$ cat src/rtl/alu_sequencer.sv
// Multicycle add/subtract/multiply controller. Add/sub finish in one execute cycle.
// Multiply is a shift-add over NBITS cycles. Result, overflow and 7-segment code are held afterwards.
module alu_sequencer #(
    parameter int NBITS = 3,
    parameter int RBITS = 2 * NBITS
) (
    input  logic             clk_2,
    input  logic             reset_n,
    input  logic             start,
    input  logic [1:0]       op,
    input  logic [NBITS-1:0] a,
    input  logic [NBITS-1:0] b,
    output logic             busy,
    output logic             done,
    output logic [RBITS-1:0] result,
    output logic             ovf,
    output logic [7:0]       seg
);

    localparam int CW = $clog2(NBITS + 1);

    typedef enum logic [1:0] {IDLE, EXEC, MUL, DONE} state_t;

    state_t                  state_q, state_d;
    logic [1:0]              op_q, op_d;
    logic signed [NBITS-1:0] a_q, a_d, b_q, b_d;
    logic [CW-1:0]           cnt_q, cnt_d;
    logic [RBITS-1:0]        mcand_q, mcand_d;
    logic [NBITS-1:0]        mplier_q, mplier_d;
    logic [RBITS-1:0]        acc_q, acc_d;
    logic [RBITS-1:0]        result_q, result_d;
    logic                    res_signed_q, res_signed_d;
    logic                    ovf_q, ovf_d;
    logic                    done_q, done_d;
    logic                    busy_q, busy_d;

    logic signed [NBITS:0]   a_ext, b_ext, sum;
    logic [RBITS-1:0]        acc_nxt;
    logic                    neg;

    // |-2^(NBITS-1)| still fits in NBITS unsigned bits.
    function automatic logic [NBITS-1:0] magnitude(input logic signed [NBITS-1:0] v,
                                                   input logic is_signed);
        if (is_signed && v[NBITS-1]) return NBITS'(-v);
        return v;
    endfunction

    function automatic logic [RBITS-1:0] sext_sum(input logic signed [NBITS:0] s);
        return RBITS'(s);
    endfunction

    function automatic logic [7:0] seg_code(input logic [RBITS-1:0] r, input logic is_signed);
        int v;
        if (is_signed) v = int'($signed(r));
        else           v = int'(r);
        case (v)
            0:       return 8'b0011_1111;
            1:       return 8'b0000_0110;
            2:       return 8'b0101_1011;
            3:       return 8'b0100_1111;
            -1:      return 8'b1000_0110;
            -2:      return 8'b1101_1011;
            -3:      return 8'b1100_1111;
            -4:      return 8'b1110_0110;
            default: return 8'b1000_0000;
        endcase
    endfunction

    always_comb begin
        state_d      = state_q;
        op_d         = op_q;
        a_d          = a_q;
        b_d          = b_q;
        cnt_d        = cnt_q;
        mcand_d      = mcand_q;
        mplier_d     = mplier_q;
        acc_d        = acc_q;
        result_d     = result_q;
        res_signed_d = res_signed_q;
        ovf_d        = ovf_q;
        done_d       = 1'b0;

        a_ext   = (NBITS+1)'(a_q);
        b_ext   = (NBITS+1)'(b_q);
        sum     = op_q[0] ? (a_ext - b_ext) : (a_ext + b_ext);
        acc_nxt = acc_q + (mplier_q[0] ? mcand_q : '0);
        neg     = op_q[0] & (a_q[NBITS-1] ^ b_q[NBITS-1]);

        unique case (state_q)
            IDLE: begin
                if (start) begin
                    op_d = op;
                    a_d  = a;
                    b_d  = b;
                    if (op[1]) begin
                        cnt_d    = '0;
                        acc_d    = '0;
                        mcand_d  = RBITS'(magnitude(a, op[0]));
                        mplier_d = magnitude(b, op[0]);
                        state_d  = MUL;
                    end else begin
                        state_d  = EXEC;
                    end
                end
            end
            EXEC: begin
                result_d     = sext_sum(sum);
                res_signed_d = 1'b1;
                ovf_d        = sum[NBITS] ^ sum[NBITS-1];
                done_d       = 1'b1;
                state_d      = DONE;
            end
            MUL: begin
                acc_d    = acc_nxt;
                mcand_d  = mcand_q << 1;
                mplier_d = mplier_q >> 1;
                cnt_d    = cnt_q + CW'(1);
                if (cnt_q == CW'(NBITS - 1)) begin
                    result_d     = neg ? (~acc_nxt + RBITS'(1)) : acc_nxt;
                    res_signed_d = op_q[0];
                    ovf_d        = 1'b0;
                    done_d       = 1'b1;
                    state_d      = DONE;
                end
            end
            DONE: state_d = IDLE;
            default: state_d = IDLE;
        endcase

        busy_d = (state_d != IDLE);
    end

    always_ff @(posedge clk_2 or negedge reset_n) begin
        if (!reset_n) begin
            state_q      <= IDLE;
            op_q         <= '0;
            a_q          <= '0;
            b_q          <= '0;
            cnt_q        <= '0;
            mcand_q      <= '0;
            mplier_q     <= '0;
            acc_q        <= '0;
            result_q     <= '0;
            res_signed_q <= 1'b1;
            ovf_q        <= 1'b0;
            done_q       <= 1'b0;
            busy_q       <= 1'b0;
        end else begin
            state_q      <= state_d;
            op_q         <= op_d;
            a_q          <= a_d;
            b_q          <= b_d;
            cnt_q        <= cnt_d;
            mcand_q      <= mcand_d;
            mplier_q     <= mplier_d;
            acc_q        <= acc_d;
            result_q     <= result_d;
            res_signed_q <= res_signed_d;
            ovf_q        <= ovf_d;
            done_q       <= done_d;
            busy_q       <= busy_d;
        end
    end

    // seg follows the interpretation of the op that produced result, not the op latched since.
    assign seg    = seg_code(result_q, res_signed_q);
    assign busy   = busy_q;
    assign done   = done_q;
    assign result = result_q;
    assign ovf    = ovf_q;

endmodule
$ cat config.mk
export PLATFORM = sky130hd
export DESIGN_NAME = alu_sequencer
export DESIGN_NICKNAME = d
export VERILOG_FILES = /design/src/rtl/alu_sequencer.sv
export SDC_FILE = /design/constraint.sdc
export NUM_CORES = 1
export LEC_CHECK = 0
export CORE_ASPECT_RATIO = 0.75
export CORE_MARGIN = 3
export CORE_UTILIZATION = 56
export DETAILED_ROUTE_END_ITERATION = 7
export MAX_ROUTING_LAYER = met4
export PLACE_DENSITY = 0.8
export SETUP_SLACK_MARGIN = 0.2
export SYNTH_ARGS = -nofsm -noshare
export SYNTH_HDL_FRONTEND = slang
export SYNTH_SLANG_ARGS = --single-unit
$ cat constraint.sdc
create_clock -name clk_2 -period 3.1 [get_ports clk_2]
set_clock_uncertainty 0.2 [all_clocks]
set_input_delay 0.62 -clock clk_2 [delete_from_list [all_inputs] [get_ports clk_2]]
set_output_delay 0.62 -clock clk_2 [all_outputs]
set_load 0.02 [all_outputs]
==> summary by stage, run 1 <==
Placement
The estimated wirelength of the detail-placed design is 3726 µm. In this run the tool buffered the top-level ports with 27 buffer cells. The congestion estimate from routability-driven global placement came to 0.8114.

Power
The peak supply drop is 0.8496 mV. The leakage power summed over all cells is 1.285 nW. In this run the power density over the cells is 1204 nW/µm². The power after layout is 3.304 mW.

Job
Across the run, the number of max-cap violations was 0.

Timing
The final count of negative-setup-slack endpoints is 0. For the pin with the worst max-slew slack, the measured transition is 0.8194 ns. The final count of pins violating max slew is 0.

After layout, the minimum clock period comes to 2.792 ns. The count of endpoints failing hold in the final timing report is 0. The tightest slew margin relative to the limit is 45.38%.

The post-route clock period utilization is 90.08%. Derived from the worst setup path, the maximum achievable clock frequency is 358.1 MHz. Setup repair after global routing left no endpoint under its margin.

After routing, the total negative slack on setup checks comes to 0 ns.

Logic synthesis
The adder and majority gate portion of the synthesized area is 10.34%. Counting every instance in the synthesized netlist gives 262. The area of the mapped netlist is 2322 µm².

Summed over its instances, the top area cell type makes up 37.72% of the synthesized netlist area. The count of distinct cell types in the synthesized netlist is 48. During synthesis, Yosys emitted a total of 0 warnings. The XOR/XNOR share of the synthesized area is 5.550%. In the synthesized netlist, the cells that appear most often are sky130_fd_sc_hd__dfrtp_1, sky130_fd_sc_hd__nand2_1, sky130_fd_sc_hd__inv_1, sky130_fd_sc_hd__nor2_1, sky130_fd_sc_hd__o21ai_0. The number of nets handed over by synthesis was 291. In this run, synthesis inferred 0 flip-flops with an integrated enable. For this run, asynchronously set or reset flops after synthesis account for 100.0%. By area, the combinational part of the netlist is dominated by compound AO/OA/AOI/OAI gates.

The synthesized-area fraction occupied by and/or/nand/nor cells is 17.62%. The leading area contributor after synthesis is sky130_fd_sc_hd__dfrtp_1. The total of flip-flops plus latches after synthesis is 36. Of the post-synthesis cell area, the part taken by muxes is 3.987%. The most common flop cell mapped by yosys is sky130_fd_sc_hd__dfrtp_1. The share of the yosys chip area belonging to registers is 38.85%. Ranked by total cell area, the synthesized netlist is headed by sky130_fd_sc_hd__dfrtp_1, sky130_fd_sc_hd__ha_1, sky130_fd_sc_hd__nand2_1, sky130_fd_sc_hd__o21ai_0, sky130_fd_sc_hd__inv_1. The average cell area after synthesis is 8.863 µm². Summing the areas of all compound-gate instances in the mapped netlist gives 17.78% of the synthesized area.

CTS
The number of buffers created by CTS is 5. Hold repair after CTS inserted 0 buffers. The root cell of the clock tree is sky130_fd_sc_hd__clkbuf_8.

The clock passes through at most 2 buffers. The TritonCTS sink count is 36. Clock latency on the worst-skew pair, taken at its later pin, is 0.29 ns. TritonCTS built the clock tree. The clock tree synthesis step divided the H-tree into 2 levels.

The post-CTS clock slew at the launch and capture registers of the worst setup and hold paths is 0.07 ns.

Critical path
In this run the worst path has a maximum fanout of 5. The critical path class is reg -> out. The nature of the critical path startpoint is a flop. The number of cell instances on the worst register-to-register path is 10. The launch instance of the worst register-to-register path is mplier_q[0]. The critical path endpoint category is an output port. The reg-to-reg setup timing slack is 0.42 ns. Data arrives at the worst endpoint at 1.97 ns.

The launch point of the worst path is result[3]. The data required time of the critical path is 2.28 ns. The worst setup path endpoint is seg[1]. The worst register-to-register path ends at result[5].

Route
Once detail routing completed, the nets flagged for antenna violations numbered 0. For this run, the detailed router's first-pass iteration total came to 4. The final routed wire length divided by cell count is 14.94 µm.

For this block, the via count after detailed routing is 1956. The average via count per standard cell is 5.719. The number of DRC markers in iteration 0 is 109. The final routed wirelength across all metal layers is 5108 µm. The final routed DRC violation total is 0.

Die
The standard cell core area is 3827 µm². The number of primary I/O pins is 28. The number of rows in the core area is 19. The vertical die dimension is 61.77 µm.

The die area is 4964 µm². The initial core utilization is 60.67%. The die boundary width is 80.36 µm.

Global routing
The global-route wire length before repair is 8652 µm. The overall global routing resource usage is 23.79%. The initial antenna violation count was 0. The number of global-route vias before repair was 1887. Entering global routing, the biggest net connects 37 pins.

The aggregate global routing overflow is 0.

Layout
The layout overhead on the synthesized area is 18.21%. In the final design database the tool counted 318 nets. The number of antenna diodes in the final layout is 0. Cells with a size suffix above 1 make up 9.310% of the layout.

Min path
The class of the worst hold path is in -> async.

Run status
The flow ran to the end, and the final reports show no timing, DRC or antenna violations.
==> sequential cells by signal, indices dropped and copies added (netlist names), 2 cells and up <==
name / count
mcand_q: 6
mplier_q: 3
state_q: 2
acc_q: 6
result: 6
cnt_q: 2
a_q: 3
b_q: 3
==> worst min path at each step <==
stage | from | to | slack, ns | depth (start not counted)
3_3_place_gp | mcand_q[5] | mcand_q[5] | 0.25 | 2
6_report | reset_n | acc_q[4] | 0.22 | 1
5_1_grt | reset_n | result[2] | 0.28 | 1
4_1_cts | reset_n | a_q[1] | 0.25 | 1
3_5_place_dp | mcand_q[5] | mcand_q[5] | 0.26 | 2
2_1_floorplan | reset_n | a_q[0] | 0.12 | 0
==> metrics by stage <==
step / utilization [%] / instances / hold slack, ns / cell area (µm²) / setup WS [ns]
global placement: 68.68 / 334 / 0.2540 / 2629 / 0.4590
detailed placement: 68.68 / 334 / 0.2600 / 2629 / 0.4119
floorplan: - / 262 / 0.1244 / 2322 / 0.2472
global route: 71.72 / 342 / 0.2840 / 2745 / 0.2357
finish: 71.72 / 342 / 0.2244 / 2745 / 0.3076
CTS: 71.59 / 342 / 0.2503 / 2740 / 0.2075
==> logic make-up (layout without fill, tap and decap cells) <==
| family | Yosys count | after routing |
|---|---|---|
| XOR/XNOR | 13 | 13 |
| AND/OR/NAND/NOR | 91 | 91 |
| multiplexers | 9 | 9 |
| flip-flops | 36 | 36 |
| buffers and inverters | 33 | 61 |
| AO/OA/AOI/OAI | 62 | 62 |
| adder cells (fa/ha/maj) | 18 | 18 |
==> power by group <==
group / leakage [nW] / total (mW) / switching, mW / internal [mW]
combinational: 0.775 / 2.00 / 1.13 / 0.872
clock: 0.0552 / 0.413 / 0.174 / 0.239
sequential: 0.455 / 0.889 / 0.214 / 0.675
==> what timing repair did <==
action	CTS	global route
resized for setup	3	2
buffers inserted	0	0
cloned	0	0
setup endpoints to repair	4	2
==> area by class of cell <==
type / instances / area, µm²
well taps: 52 / 65.06
repair buffers: 31 / 297.8
inverters: 22 / 82.58
flip-flops and latches: 36 / 902.1
fillers: 300 / 1082
clock inverters: 2 / 35.03
multi-input cells: 193 / 1290
clock buffers: 6 / 72.57
==> layer usage <==
layer	global-route usage (%)	part of all wire (%)
met2	36.91	44
met5	-	0
met3	5.043	6.3
met1	30.66	48
met4	10.36	2.2
==> worst max-delay path, cell delays in order, from the launching register on <==
cell and delay, ns:
sky130_fd_sc_hd__dfrtp_1 0.43, sky130_fd_sc_hd__nor4_2 0.35, sky130_fd_sc_hd__buf_4 0.18, sky130_fd_sc_hd__a31oi_1 0.05, sky130_fd_sc_hd__inv_1 0.08, sky130_fd_sc_hd__clkdlybuf4s50_1 0.59
==> cell usage in the layout (no fill, tap or decap), types with 2 or more instances in the layout <==
master,n
sky130_fd_sc_hd__fa_1,2
sky130_fd_sc_hd__dfrtp_1,35
sky130_fd_sc_hd__o31ai_1,4
sky130_fd_sc_hd__or2_2,2
sky130_fd_sc_hd__nor2b_1,2
sky130_fd_sc_hd__o211ai_1,4
sky130_fd_sc_hd__dlygate4sd2_1,2
sky130_fd_sc_hd__nor3_1,3
sky130_fd_sc_hd__clkbuf_8,5
sky130_fd_sc_hd__and2_1,5
sky130_fd_sc_hd__clkdlybuf4s50_1,22
sky130_fd_sc_hd__dlymetal6s2s_1,2
sky130_fd_sc_hd__o21ai_2,2
sky130_fd_sc_hd__a21oi_1,13
sky130_fd_sc_hd__inv_1,22
sky130_fd_sc_hd__xnor2_1,8
sky130_fd_sc_hd__a22o_1,2
sky130_fd_sc_hd__ha_1,16
sky130_fd_sc_hd__nand3_1,13
sky130_fd_sc_hd__mux2_2,2
sky130_fd_sc_hd__mux2i_1,7
sky130_fd_sc_hd__o221ai_1,2
sky130_fd_sc_hd__xor2_1,3
sky130_fd_sc_hd__nand3b_1,2
sky130_fd_sc_hd__nor2_1,22
sky130_fd_sc_hd__a31oi_1,3
sky130_fd_sc_hd__buf_4,4
sky130_fd_sc_hd__a21o_1,2
sky130_fd_sc_hd__nand2_1,35
sky130_fd_sc_hd__nand2b_1,3
sky130_fd_sc_hd__o21ai_0,20
Power figures use the tool's default switching activity.
==> run 2, diff against run 1 <==
--- a/config.mk
+++ b/config.mk
@@ -5,6 +5,7 @@
 export SDC_FILE = /design/constraint.sdc
 export NUM_CORES = 1
 export LEC_CHECK = 0
+export CAP_MARGIN = 5
 export CORE_ASPECT_RATIO = 0.75
 export CORE_MARGIN = 3
 export CORE_UTILIZATION = 56
==> results of run 2 <==
Final layout, timing and power as in run 1 (identical DEF).
==> run 3, diff against run 2 <==
--- a/config.mk
+++ b/config.mk
@@ -10,6 +10,7 @@
 export CORE_MARGIN = 3
 export CORE_UTILIZATION = 56
 export DETAILED_ROUTE_END_ITERATION = 7
+export GPL_TIMING_DRIVEN = 0
 export MAX_ROUTING_LAYER = met4
 export PLACE_DENSITY = 0.8
 export SETUP_SLACK_MARGIN = 0.2
==> run 3 against run 2 <==
Sequential share of layout area fell by 0.40 points. Setup slack got worse by 0.021 ns. Via count rose by 0.46%. Critical path type unchanged.
==> summary by stage, run 3 (synthesized netlist as in run 1, its figures left out) <==
Run status
The flow ran to the end, and the final reports show no timing, DRC or antenna violations.

Job
The tool flagged a number of max-cap violations equal to 0.

Route
After detailed routing, the number of remaining DRC violations is 0. The number of DRC markers in iteration 0 is 142. The routed design has 5124 µm of wire. In the final routed layout, each cell accounts on average for 14.64 µm. Detailed routing inserted a total of 1965 vias. The remaining antenna violation count after routing is 0. The number of detailed-route iterations in the first pass is 5. The average via count per standard cell is 5.614.

Layout
The area taken by flip-flops and latches is 905.9 µm². The core utilization of the finished layout is 72.90%. The final net count is 326. Leaving out fill and tap cells, the most frequent cell in the layout is sky130_fd_sc_hd__nand2_1. The total inserted antenna cells is 0.

The top cell types in the final layout, fill and taps aside, are sky130_fd_sc_hd__nand2_1, sky130_fd_sc_hd__dfrtp_1, sky130_fd_sc_hd__inv_1, sky130_fd_sc_hd__nor2_1, sky130_fd_sc_hd__clkdlybuf4s50_1. The layout overhead on the synthesized area is 20.15%. The fraction of final layout cells with drive strength greater than 1 is 10.07%. The number of fill cells in the layout is 297.

The multi-input combinational cells in the finished layout cover a total of 1299 µm².

Global routing
The overall global routing resource usage is 23.34%. The number of global-route vias before repair is 1822. The initial antenna violation count was 0. The global-route wire length before repair is 8438 µm. The aggregate global routing overflow is 0. The maximum number of pins on one net before global-route repair is 37.

CTS
Counting every sink on the clock net gives 36. Clock tree synthesis inserted a total of 5 buffers. TritonCTS built the clock tree. The number of buffers on the longest clock path is 2. The H-tree level count is 2.

The clock latency of the later-clocked register in the worst-skew pair is 0.29 ns. The post-CTS clock slew at the launch and capture registers of the worst setup and hold paths is 0.07 ns. CTS placed an instance of sky130_fd_sc_hd__clkbuf_8 at the clock tree root. The number of buffers inserted by hold repair at cts is 0.

Die
The floorplan has 19 rows. The die covers 4964 µm². The standard cell core area is 3827 µm².

From left edge to right edge, the die measures 80.36 µm. The die is 61.77 µm tall. The number of primary I/O pins is 28. Once the floorplan was initialized, standard cells occupied 60.67% of the core.

Power
In this run, flip-flops and latches consume 25.9% of the power. Dividing total power by cell area gives a power density of 1207 nW/µm². For this design the total switching power over the nets is 1.557 mW.

The total internal power is 1.810 mW. The leakage power summed over all cells is 1.293 nW. Across the VDD grid, the largest voltage drop is 0.7489 mV. The share of total power dissipated in combinational logic is 61.9%. Of the total power, the clock network draws 12.1%. The switching fraction of total power is 46.24%.

Placement
The final weighted congestion in routability-driven placement is 0.9069. The wire-length estimate of the detail-placed layout is 3775 µm. The count of buffers from port buffering is 27.

Critical path
Along the worst path, the maximum fanout reaches 7. For flop-to-flop paths, the worst setup slack is 0.38 ns. The launch instance of the worst register-to-register path is mplier_q[0]. The data arrival time of the critical path is 1.99 ns. In this design, the stage delay of the slowest critical-path cell is 0.59 ns. The critical path endpoint category is an output port. The critical path goes through nor4_4 -> buf_4 -> a21o_1 -> clkdlybuf4s50_1. The critical path class is reg -> out. Counting both buffers and inverters, the worst setup path holds a total of 2. The data required time of the critical path is 2.28 ns. The critical-path cell with the highest stage delay is sky130_fd_sc_hd__clkdlybuf4s50_1. In this run the critical register-to-register path is captured at result[3]. The number of cell instances on the worst register-to-register path is 10. The kind of cell with the highest combined delay on the critical path is buffers and inverters. STA classifies the critical path startpoint as a flop.

Min path
The class of the worst hold path is in -> async.

Timing
For the finished layout, the period the worst path requires is 2.814 ns. The final count of pins violating max slew was 0. The count of endpoints failing hold in the final timing report is 0. The pin slew with the least headroom to its limit is 0.8067 ns. The final critical path takes up 90.76% of the cycle. The maximum frequency from static timing analysis is 355.4 MHz. The final count of negative-setup-slack endpoints is 0. Setup repair after global routing left no endpoint under its margin.

The setup TNS after final layout is 0 ns. Measured against its own limit, the worst slew margin works out to 46.22%.
==> run 3: cell types whose count changed in the layout (fill, tap and decap cells not counted), moves of 2 or more <==
cell | before | now
sky130_fd_sc_hd__dfrtp_1 | 35 | 32
sky130_fd_sc_hd__clkbuf_1 | 1 | 8
sky130_fd_sc_hd__dfrtp_2 | 0 | 3
sky130_fd_sc_hd__buf_4 | 4 | 2
==> run 3: power groups by stage <==
stage          combinational [mW]  sequential (mW)  clock (mW)
2_1_floorplan                1.45            0.876           0
3_3_place_gp                 1.99            0.852           0
3_5_place_dp                 2.05            0.857           0
4_1_cts                      2.06            0.862       0.415
5_1_grt                      2.32            0.900       0.439
6_report                     2.09            0.873       0.409
==> run 3: worst max path at each step <==
| stage | end | slack (ns) | startpoint | depth (start not counted) |
|---|---|---|---|---|
| after floorplan | seg[3] | 0.25 | result[2] | 4 |
| after global placement | seg[3] | 0.10 | result[3] | 7 |
| after detailed placement | seg[3] | 0.07 | result[3] | 7 |
| after CTS | seg[5] | 0.27 | result[3] | 4 |
| after global routing | seg[4] | 0.18 | result[4] | 4 |
| final | seg[6] | 0.29 | result[4] | 4 |
==> run 3: area by class of cell <==
type	instances	area share (%)
flip-flops and latches	36	32.47
plain buffers	11	1.928
clock inverters	2	1.256
repair buffers	28	9.910
inverters	22	2.960
multi-input cells	193	46.55
clock buffers	6	2.601
well taps	52	2.332
==> run 3: worst reg2reg max path, stage by stage, from the launching register on <==
cell and delay (ns):
sky130_fd_sc_hd__dfrtp_1 0.43, sky130_fd_sc_hd__and2_1 0.20, sky130_fd_sc_hd__ha_1 0.19, sky130_fd_sc_hd__inv_1 0.06, sky130_fd_sc_hd__fa_1 0.39, sky130_fd_sc_hd__xnor2_1 0.35
sky130_fd_sc_hd__nand3b_1 0.22, sky130_fd_sc_hd__nor2b_1 0.18, sky130_fd_sc_hd__xnor2_1 0.15, sky130_fd_sc_hd__a21oi_1 0.10, sky130_fd_sc_hd__a21o_1 0.16
==> run 3: layer usage <==
| layer | global-route usage [%] | wire length [µm] | up-vias |
|---|---|---|---|
| li1 | - | - | 970 |
| met1 | 31.98 | 2466 | 920 |
| met2 | 36.08 | 2322 | 67 |
| met3 | 4.035 | 279 | 8 |
| met4 | 6.988 | 56 | 0 |
| met5 | - | 0 | - |
==> run 3: timing repair <==
| action | in CTS | in global routing |
|---|---|---|
| gates resized for setup | 5 | 6 |
| pin swaps | 0 | 1 |
| cloned | 0 | 0 |
| setup buffers | 0 | 1 |
| setup endpoints to repair | 7 | 5 |
==> run 3: through the flow <==
| step | area [µm²] | power (mW) | worst slack [ns] | hold WS [ns] | cells |
|---|---|---|---|---|---|
| 2_1_floorplan | 2322 | 2.327 | 0.2472 | 0.1244 | 262 |
| 3_3_place_gp | 2658 | 2.844 | 0.1045 | 0.2626 | 341 |
| 3_5_place_dp | 2653 | 2.907 | 0.06778 | 0.2706 | 341 |
| 4_1_cts | 2773 | 3.341 | 0.2683 | 0.2474 | 349 |
| 5_1_grt | 2790 | 3.654 | 0.1813 | 0.2678 | 350 |
| 6_report | 2790 | 3.368 | 0.2865 | 0.2176 | 350 |
